[config.mk]
export PLATFORM = sky130hd
export DESIGN_NAME = sprite_compositor
export DESIGN_NICKNAME = d
export VERILOG_FILES = /design/src/rtl/sprite_compositor_pkg.sv /design/src/rtl/sprite_compositor_channel.sv /design/src/rtl/sprite_compositor.sv
export SDC_FILE = /design/constraint.sdc
export NUM_CORES = 1
export LEC_CHECK = 0
export ABC_AREA = 1
export BUFFER_PORTS_ARGS = -buffer_cell sky130_fd_sc_hd__buf_4
export CORE_AREA = 2 2 237 239
export CTS_BUF_LIST = sky130_fd_sc_hd__clkbuf_16
export DETAILED_ROUTE_END_ITERATION = 10
export DIE_AREA = 0 0 239 241
export MAX_ROUTING_LAYER = met4
export SLEW_MARGIN = 15
export SYNTH_ARGS = -nofsm -noshare
export SYNTH_HDL_FRONTEND = slang
export SYNTH_HIERARCHICAL = 1
export SYNTH_SLANG_ARGS = --single-unit
[constraint.sdc]
create_clock -name clk -period 3.47 [get_ports clk]
set_input_delay 0.1735 -clock clk [delete_from_list [all_inputs] [get_ports clk]]
set_output_delay 0.1735 -clock clk [all_outputs]
set_load 0.03 [all_outputs]
[src/rtl/sprite_compositor_pkg.sv]
// Shared definitions for the sprite compositor.
// Holds the background tile ids, the RGB444 palette, the flash timing
// constants, the flash FSM state type, and the tile colour lookup.
package sprite_compositor_pkg;

    // Background tile ids as delivered on blockType
    localparam logic [2:0] TILE_FOREGROUND = 3'd1;
    localparam logic [2:0] TILE_HALF_SLAB  = 3'd2;
    localparam logic [2:0] TILE_DOOR       = 3'd3;

    // RGB444 palette
    localparam logic [11:0] RGB_BLACK      = 12'h000;
    localparam logic [11:0] RGB_FOREGROUND = 12'h00F;
    localparam logic [11:0] RGB_HALF_SLAB  = 12'h0F0;
    localparam logic [11:0] RGB_DOOR       = 12'h630;
    localparam logic [11:0] RGB_SKY        = 12'hFFF;

    // Flash timing: frames loaded on a request, and the counter bit that blanks the sprite
    localparam logic [5:0] FLASH_RELOAD   = 6'd47;
    localparam int         FLASH_HIDE_BIT = 2;

    typedef enum logic {
        IDLE     = 1'b0,
        FLASHING = 1'b1
    } flash_state_t;

    // Background colour for a tile; the half slab only fills the upper
    // 16 rows of each 32-row tile cell.
    function automatic logic [11:0] tile_color(input logic [2:0] tile, input logic upper_half);
        logic [11:0] color;
        case (tile)
            TILE_FOREGROUND: color = RGB_FOREGROUND;
            TILE_HALF_SLAB:  color = upper_half ? RGB_HALF_SLAB : RGB_SKY;
            TILE_DOOR:       color = RGB_DOOR;
            default:         color = RGB_SKY;
        endcase
        return color;
    endfunction

endpackage

[src/rtl/sprite_compositor_channel.sv]
// One sprite channel: frame-start shadow registers for geometry, enable and
// anchor, the combinational on-sprite test for the current pixel, and the
// per-sprite flash FSM.
// Ports:
//   clk, resetN           pixel clock, async active-low reset
//   frameStart            shadow load strobe and flash frame tick
//   hCount, vCount        current pixel coordinate
//   pos_x, pos_y          live sprite position
//   size_w, size_h        live sprite size
//   enable, anchor_bottom live visibility and y-is-bottom-row flag
//   flash_req             start/retrigger flash pulse
//   zone                  pixel lies inside the (shadowed) sprite
//   hidden                sprite is currently blanked by flashing
module sprite_channel #(
    parameter int COORD_W = 10,
    parameter int SIZE_W  = 6
) (
    input  logic               clk,
    input  logic               resetN,
    input  logic               frameStart,
    input  logic [COORD_W-1:0] hCount,
    input  logic [COORD_W-1:0] vCount,
    input  logic [COORD_W-1:0] pos_x,
    input  logic [COORD_W-1:0] pos_y,
    input  logic [SIZE_W-1:0]  size_w,
    input  logic [SIZE_W-1:0]  size_h,
    input  logic               enable,
    input  logic               anchor_bottom,
    input  logic               flash_req,
    output logic               zone,
    output logic               hidden
);
    import sprite_compositor_pkg::*;

    // One extra bit so that x+w and v+h never wrap
    localparam int EXT_W = COORD_W + 1;

    logic [COORD_W-1:0] shadow_x;
    logic [COORD_W-1:0] shadow_y;
    logic [SIZE_W-1:0]  shadow_w;
    logic [SIZE_W-1:0]  shadow_h;
    logic               shadow_enable;
    logic               shadow_anchor;

    logic [EXT_W-1:0] h_ext;
    logic [EXT_W-1:0] v_ext;
    logic [EXT_W-1:0] x_ext;
    logic [EXT_W-1:0] y_ext;
    logic [EXT_W-1:0] w_ext;
    logic [EXT_W-1:0] hgt_ext;
    logic             x_hit;
    logic             y_hit;

    flash_state_t flash_state;
    flash_state_t flash_state_next;
    logic [5:0]   flash_count;
    logic [5:0]   flash_count_next;

    // Geometry is only sampled at frame start so a frame renders consistently
    always_ff @(posedge clk or negedge resetN) begin
        if (!resetN) begin
            shadow_x      <= '0;
            shadow_y      <= '0;
            shadow_w      <= '0;
            shadow_h      <= '0;
            shadow_enable <= 1'b0;
            shadow_anchor <= 1'b0;
        end else if (frameStart) begin
            shadow_x      <= pos_x;
            shadow_y      <= pos_y;
            shadow_w      <= size_w;
            shadow_h      <= size_h;
            shadow_enable <= enable;
            shadow_anchor <= anchor_bottom;
        end
    end

    assign h_ext   = EXT_W'(hCount);
    assign v_ext   = EXT_W'(vCount);
    assign x_ext   = EXT_W'(shadow_x);
    assign y_ext   = EXT_W'(shadow_y);
    assign w_ext   = EXT_W'(shadow_w);
    assign hgt_ext = EXT_W'(shadow_h);

    // Inclusive ranges rewritten as half-open compares: x <= h < x+w.
    // A bottom-anchored sprite spans y-h+1..y, i.e. v <= y and v+h > y,
    // which avoids a negative lower bound. Zero sizes yield empty ranges.
    always_comb begin
        x_hit = (h_ext >= x_ext) && (h_ext < x_ext + w_ext);
        if (shadow_anchor) begin
            y_hit = (v_ext <= y_ext) && (v_ext + hgt_ext > y_ext);
        end else begin
            y_hit = (v_ext >= y_ext) && (v_ext < y_ext + hgt_ext);
        end
        zone = shadow_enable && x_hit && y_hit;
    end

    // Flash FSM state register
    always_ff @(posedge clk or negedge resetN) begin
        if (!resetN) begin
            flash_state <= IDLE;
            flash_count <= '0;
        end else begin
            flash_state <= flash_state_next;
            flash_count <= flash_count_next;
        end
    end

    // A request always wins, including over the frame-start decrement.
    // The FSM leaves FLASHING on the frame start that finds the counter at 0.
    always_comb begin
        flash_state_next = flash_state;
        flash_count_next = flash_count;
        hidden           = 1'b0;
        case (flash_state)
            IDLE: begin
                if (flash_req) begin
                    flash_state_next = FLASHING;
                    flash_count_next = FLASH_RELOAD;
                end
            end
            FLASHING: begin
                hidden = flash_count[FLASH_HIDE_BIT];
                if (flash_req) begin
                    flash_count_next = FLASH_RELOAD;
                end else if (frameStart) begin
                    if (flash_count == 6'd0) begin
                        flash_state_next = IDLE;
                    end else begin
                        flash_count_next = flash_count - 6'd1;
                    end
                end
            end
            default: begin
                flash_state_next = IDLE;
                flash_count_next = '0;
            end
        endcase
    end

endmodule

[src/rtl/sprite_compositor.sv]
// Sprite compositor: overlays up to NUM_SPRITES rectangular single-colour
// sprites (index 0 on top) on a tiled background, two-stage pipeline from
// pixel coordinate to registered rgb, and reports per-frame overlaps of
// sprite 0 with every other sprite.
// Ports:
//   clk, resetN          pixel clock, async active-low reset
//   frameStart           frame start pulse (shadow load, flash tick, hit report)
//   bright, hCount/vCount visible flag and pixel coordinate
//   spritePos/Size/Color packed per-sprite {x,y}, {w,h}, RGB444
//   spriteEnable/AnchorBottom/FlashReq  per-sprite control bits
//   blockType            background tile id for the current pixel
//   rgb                  registered output colour, 2 cycles after the pixel
//   hitMask              overlaps of sprite 0 with sprite i in the previous frame
module sprite_compositor #(
    parameter int NUM_SPRITES   = 6,
    parameter int COORD_W       = 10,
    parameter int SIZE_W        = 6,
    parameter int TILE_Y_OFFSET = 35
) (
    input  logic                            clk,
    input  logic                            resetN,
    input  logic                            frameStart,
    input  logic                            bright,
    input  logic [COORD_W-1:0]              hCount,
    input  logic [COORD_W-1:0]              vCount,
    input  logic [NUM_SPRITES*2*COORD_W-1:0] spritePos,
    input  logic [NUM_SPRITES*2*SIZE_W-1:0]  spriteSize,
    input  logic [NUM_SPRITES*12-1:0]        spriteColor,
    input  logic [NUM_SPRITES-1:0]           spriteEnable,
    input  logic [NUM_SPRITES-1:0]           spriteAnchorBottom,
    input  logic [NUM_SPRITES-1:0]           spriteFlashReq,
    input  logic [2:0]                       blockType,
    output logic [11:0]                      rgb,
    output logic [NUM_SPRITES-1:0]           hitMask
);
    import sprite_compositor_pkg::*;

    localparam logic [COORD_W-1:0] TILE_OFFSET_V = COORD_W'(TILE_Y_OFFSET);

    logic [NUM_SPRITES-1:0] zone_now;
    logic [NUM_SPRITES-1:0] hidden;
    logic [COORD_W-1:0]     tile_row;
    logic                   upper_half_now;

    logic [NUM_SPRITES-1:0] s1_zone;
    logic                   s1_bright;
    logic [2:0]             s1_tile;
    logic                   s1_upper_half;

    logic                   sprite_found;
    logic [11:0]            sprite_rgb;
    logic [11:0]            next_rgb;
    logic [NUM_SPRITES-1:0] overlap_now;
    logic [NUM_SPRITES-1:0] sticky;

    for (genvar i = 0; i < NUM_SPRITES; i++) begin : g_channel
        sprite_channel #(
            .COORD_W (COORD_W),
            .SIZE_W  (SIZE_W)
        ) u_channel (
            .clk           (clk),
            .resetN        (resetN),
            .frameStart    (frameStart),
            .hCount        (hCount),
            .vCount        (vCount),
            .pos_x         (spritePos[i*2*COORD_W+COORD_W +: COORD_W]),
            .pos_y         (spritePos[i*2*COORD_W +: COORD_W]),
            .size_w        (spriteSize[i*2*SIZE_W+SIZE_W +: SIZE_W]),
            .size_h        (spriteSize[i*2*SIZE_W +: SIZE_W]),
            .enable        (spriteEnable[i]),
            .anchor_bottom (spriteAnchorBottom[i]),
            .flash_req     (spriteFlashReq[i]),
            .zone          (zone_now[i]),
            .hidden        (hidden[i])
        );
    end

    // Tile cells are 32 rows tall starting at TILE_Y_OFFSET; only the
    // row-within-cell matters, so modulo arithmetic on vCount is fine.
    assign tile_row       = (vCount - TILE_OFFSET_V) & COORD_W'(31);
    assign upper_half_now = (tile_row <= COORD_W'(15));

    // Stage 1: register zone hits and background context for the pixel
    always_ff @(posedge clk or negedge resetN) begin
        if (!resetN) begin
            s1_zone       <= '0;
            s1_bright     <= 1'b0;
            s1_tile       <= '0;
            s1_upper_half <= 1'b0;
        end else begin
            s1_zone       <= zone_now;
            s1_bright     <= bright;
            s1_tile       <= blockType;
            s1_upper_half <= upper_half_now;
        end
    end

    // Priority pick: scanning from the top index down lets sprite 0 win.
    // Flash blanking only affects drawing, not overlap detection.
    always_comb begin
        sprite_found = 1'b0;
        sprite_rgb   = RGB_BLACK;
        for (int i = NUM_SPRITES - 1; i >= 0; i--) begin
            if (s1_zone[i] && !hidden[i]) begin
                sprite_found = 1'b1;
                sprite_rgb   = spriteColor[i*12 +: 12];
            end
        end
        if (!s1_bright) begin
            next_rgb = RGB_BLACK;
        end else if (sprite_found) begin
            next_rgb = sprite_rgb;
        end else begin
            next_rgb = tile_color(s1_tile, s1_upper_half);
        end
    end

    // Stage 2: output colour register
    always_ff @(posedge clk or negedge resetN) begin
        if (!resetN) begin
            rgb <= RGB_BLACK;
        end else begin
            rgb <= next_rgb;
        end
    end

    // Sprite 0 overlapping sprite i on a visible pixel; bit 0 is meaningless
    always_comb begin
        overlap_now = '0;
        if (s1_bright && s1_zone[0]) begin
            overlap_now = s1_zone;
        end
        overlap_now[0] = 1'b0;
    end

    // On frame start the finished frame is reported and a new one begins;
    // an overlap seen on that very cycle already belongs to the new frame.
    always_ff @(posedge clk or negedge resetN) begin
        if (!resetN) begin
            sticky  <= '0;
            hitMask <= '0;
        end else if (frameStart) begin
            hitMask <= sticky;
            sticky  <= overlap_now;
        end else begin
            sticky  <= sticky | overlap_now;
        end
    end

endmodule

==> summary.md <==
| Metric | Value |
|---|---|
| Largest area contributor in the netlist | `dfrtp_1` |
| Root Buffer | `clkbuf_16` |
| Worst-margin pin slew | `1.01 ns` |
| Seq pwr share | `30.6%` |
| Routed wire length per instance | `17.0 um` |
| P_leak | `16.1 nW` |
| Placed Instance Area | `27800 um2` |
| Async set-reset flop share out of synthesis | `100%` |
| Reg clk slew, reported paths | `0.05 ns` |
| Share of layout cells above drive strength 1 | `16.8%` |
| Syn Nets | `3846` |
| Fillers | `4953` |
| Gpl congestion | `0.925` |
| Total global-route track usage | `26.8%` |
| Cell Area, Synth | `24500 um2` |
| Worst Hold Class | `input port to flip-flop` |
| CTS tree | `done` |
| RSZ-0062 raised after global routing | `false` |
| # H-tree levels | `2` |
| Crit path kind | `flip-flop to flip-flop` |
| Starting Density | `44.7%` |
| Setup WS pre-CTS | `0.546 ns` |
| Synth top area share | `28.5%` |
| MaxCap Viol Count | `0` |
| Core area | `54900 um2` |
| DR pass1 iterations | `8` |
| Total CTS buffers | `37` |
| Rel. slew slack | `32.5%` |
| Hold_ws | `0.0480 ns` |
| Total clock sinks | `279` |
| Cell Int Power | `8.14 mW` |
| Dpl cells | `4111` |
| Layout Cells excl Fill | `4412` |
| Final worst setup slack | `0.561 ns` |
| Count leader, synth | `nand2_1` |
| Warnings from Yosys | `6` |
| Synth top cells by count | `728 x nand2_1, 404 x ha_1, 384 x inv_1, 279 x dfrtp_1, 211 x a21oi_1` |
| Cts hold-fix bufs | `229` |
| Detailed placement HPWL | `56100 um` |
| Pin count of the biggest net entering global routing | `112` |
| Top cells by area, synth | `dfrtp_1 28%, ha_1 21%, nand2_1 11%, inv_1 5.9%, mux2_2 4.4%` |
| Total grt overflow | `0` |
| IO Port Bufs | `325` |
| Resize count post-CTS | `0` |
| Setup violations, final | `0` |
| FMAX | `344 MHz` |
| Postcts setup bufs | `0` |
| CP arrival | `3.39 ns` |
| Syn Inst Count | `3115` |
| Boundary Pins | `327` |
| Final cell area excluding filler cells | `31300 um2` |
| Net Sw Power | `4.63 mW` |
| Final period utilization | `83.8%` |
| DIE WIDTH | `239 um` |
| Via count | `22900` |
| Sequential-to-total area share from yosys stat | `28.5%` |
| First DRT Iteration DRCs | `1280` |
| Routed vias/inst | `5.20` |
| Overall power | `12.8 mW` |
| Number of flops mapped to enable cells by yosys | `0` |
| Synth Flop Type | `dfrtp_1` |
| Num rows | `86` |
| Peak VDD IR | `0.304 mV` |
| Final core occ | `57.1%` |
| Die area | `57600 um2` |
| Startpoint types | `flip-flop` |
| CP Max Fanout | `3` |
| Switching share of power | `36.2%` |
| TNS Setup | `0 ns` |
| Longest Clk Path Bufs | `3` |
| Distinct cells, synth | `45` |
| DRC viols | `0` |
| Clock power share | `31.1%` |
| Initial antenna violation count | `5` |
| Tmin final | `2.91 ns` |
| Status | `finished clean` |
| Clock latency on the worst-skew pair | `0.56 ns` |
| Layout Nets | `4406` |
| Layout area overhead | `27.8%` |
| First-pass GRT wire length | `119000 um` |
| Final wirelength | `74800 um` |
| Antenna viol nets, final | `0` |
| Combinational share of power | `38.3%` |
| Final max-slew violation count | `0` |
| Crit end category | `flip-flop` |
| Hold Vio Cnt, Final | `0` |
| Worst R2R Setup Slack | `0.56 ns` |
| Vias in the first global route | `22900` |
| Mapped Avg Cell Area | `7.87 um2` |
| #FFs+latches synth | `279` |
| Data required time at the worst endpoint | `3.95 ns` |
| Clock Skew | `0.0118 ns` |
| Cell Pwr Density | `407 nW/um2` |
| Die H | `241 um` |
## kinds of logic after synthesis
group	count (synthesis)	share of synthesized area [%]
AND/OR/NAND/NOR	1154	19.9
adder cells (fa/ha/maj)	422	22.1
AO/OA/AOI/OAI	534	12.3
XOR/XNOR	139	4.97
other	1	0.0153
multiplexers	96	4.41
buffers and inverters	490	7.78
flip-flops	279	28.5
## power by group through the flow
stage	registers, mW	logic [mW]	clock network [mW]
CTS	3.90	4.91	4.09
floorplan	3.89	3.28	0
global route	3.95	5.62	4.22
global placement	3.95	4.51	0
finish	3.90	4.89	3.97
detailed placement	3.95	4.67	0
## registers in the layout, summed over array words and instances (netlist names)
signal,flops
s1_bright,1
g_channel.u_channel/shadow_y,60
s1_upper_half,1
s1_tile,3
g_channel.u_channel/shadow_x,60
g_channel.u_channel/shadow_anchor,6
g_channel.u_channel/shadow_enable,6
g_channel.u_channel/shadow_w,36
g_channel.u_channel/shadow_h,36
rgb,12
sticky,5
hitMask,5
g_channel.u_channel/flash_state,6
g_channel.u_channel/flash_count,36
s1_zone,6
## worst max-delay path: stages (launching register included)
cell and delay [ns]:
dfrtp_1 0.40, ha_1 0.24, fa_1 0.43, nand3_1 0.09
nand2_1 0.10, nand2_1 0.08, nand2_1 0.05, a21oi_1 0.15
xor2_1 0.18, ha_1 0.26, nand2_1 0.08, a21oi_1 0.04
nor2_1 0.08, nand3_1 0.09, nand2_1 0.06, nand2_1 0.05
nand2_1 0.05, nand2_1 0.05, a21oi_1 0.19, nand2_1 0.08
nor2_1 0.08
## metal layers
| layer | track usage, % | part of all wire (%) | up-vias |
|---|---|---|---|
| met1 | 32.5 | 44 | 10800 |
| met2 | 46.5 | 49 | 575 |
| li1 | - | - | 11500 |
| met5 | - | 0 | - |
| met4 | 9.34 | 3.4 | 0 |
| met3 | 3.03 | 4.1 | 139 |
## cell type report
| cell class | count | area [um2] | share of cell area [%] |
|---|---|---|---|
| tap | 704 | 881 | 2.81 |
| sequential | 279 | 6980 | 22.3 |
| clock inverter | 28 | 260 | 0.831 |
| timing repair buffer | 572 | 4930 | 15.7 |
| antenna | 5 | 12.5 | 0.0399 |
| clock buffer | 39 | 976 | 3.11 |
| multi-input combinational | 2346 | 15600 | 49.9 |
| inverter | 439 | 1660 | 5.31 |
## path summary, 6_finish.rpt
path	from	to	cells past startpoint
setup reg to reg	g_channel[2].u_channel/shadow_x[0]	s1_zone[2]	20
hold / removal	spriteColor[22]	rgb[10]	5
min in group asynchronous	resetN	g_channel[4].u_channel/flash_count[4]	2
setup / recovery	g_channel[2].u_channel/shadow_x[0]	s1_zone[2]	20
hold reg to reg	g_channel[2].u_channel/flash_count[0]	g_channel[2].u_channel/flash_count[0]	1
max in group asynchronous	resetN	g_channel[5].u_channel/shadow_y[0]	3
## cell usage in the layout (no fill, tap or decap), types with 18 or more instances in the layout
cell type	synthesis	final
dlygate4sd3_1	0	229
inv_2	36	36
clkbuf_16	0	39
xor2_1	85	85
nand2_1	728	728
o21ai_1	51	51
o21ai_2	20	20
fa_1	18	18
mux2_2	96	96
nor2_1	165	165
nand4_1	57	57
a21oi_1	211	211
inv_1	384	392
a21oi_2	21	21
clkinv_1	17	23
buf_4	3	337
xnor2_1	54	54
dfrtp_1	279	279
ha_1	404	404
o211ai_1	22	22
nand3_1	152	152
o21ai_0	161	161
(Power assumes the default switching activity.)
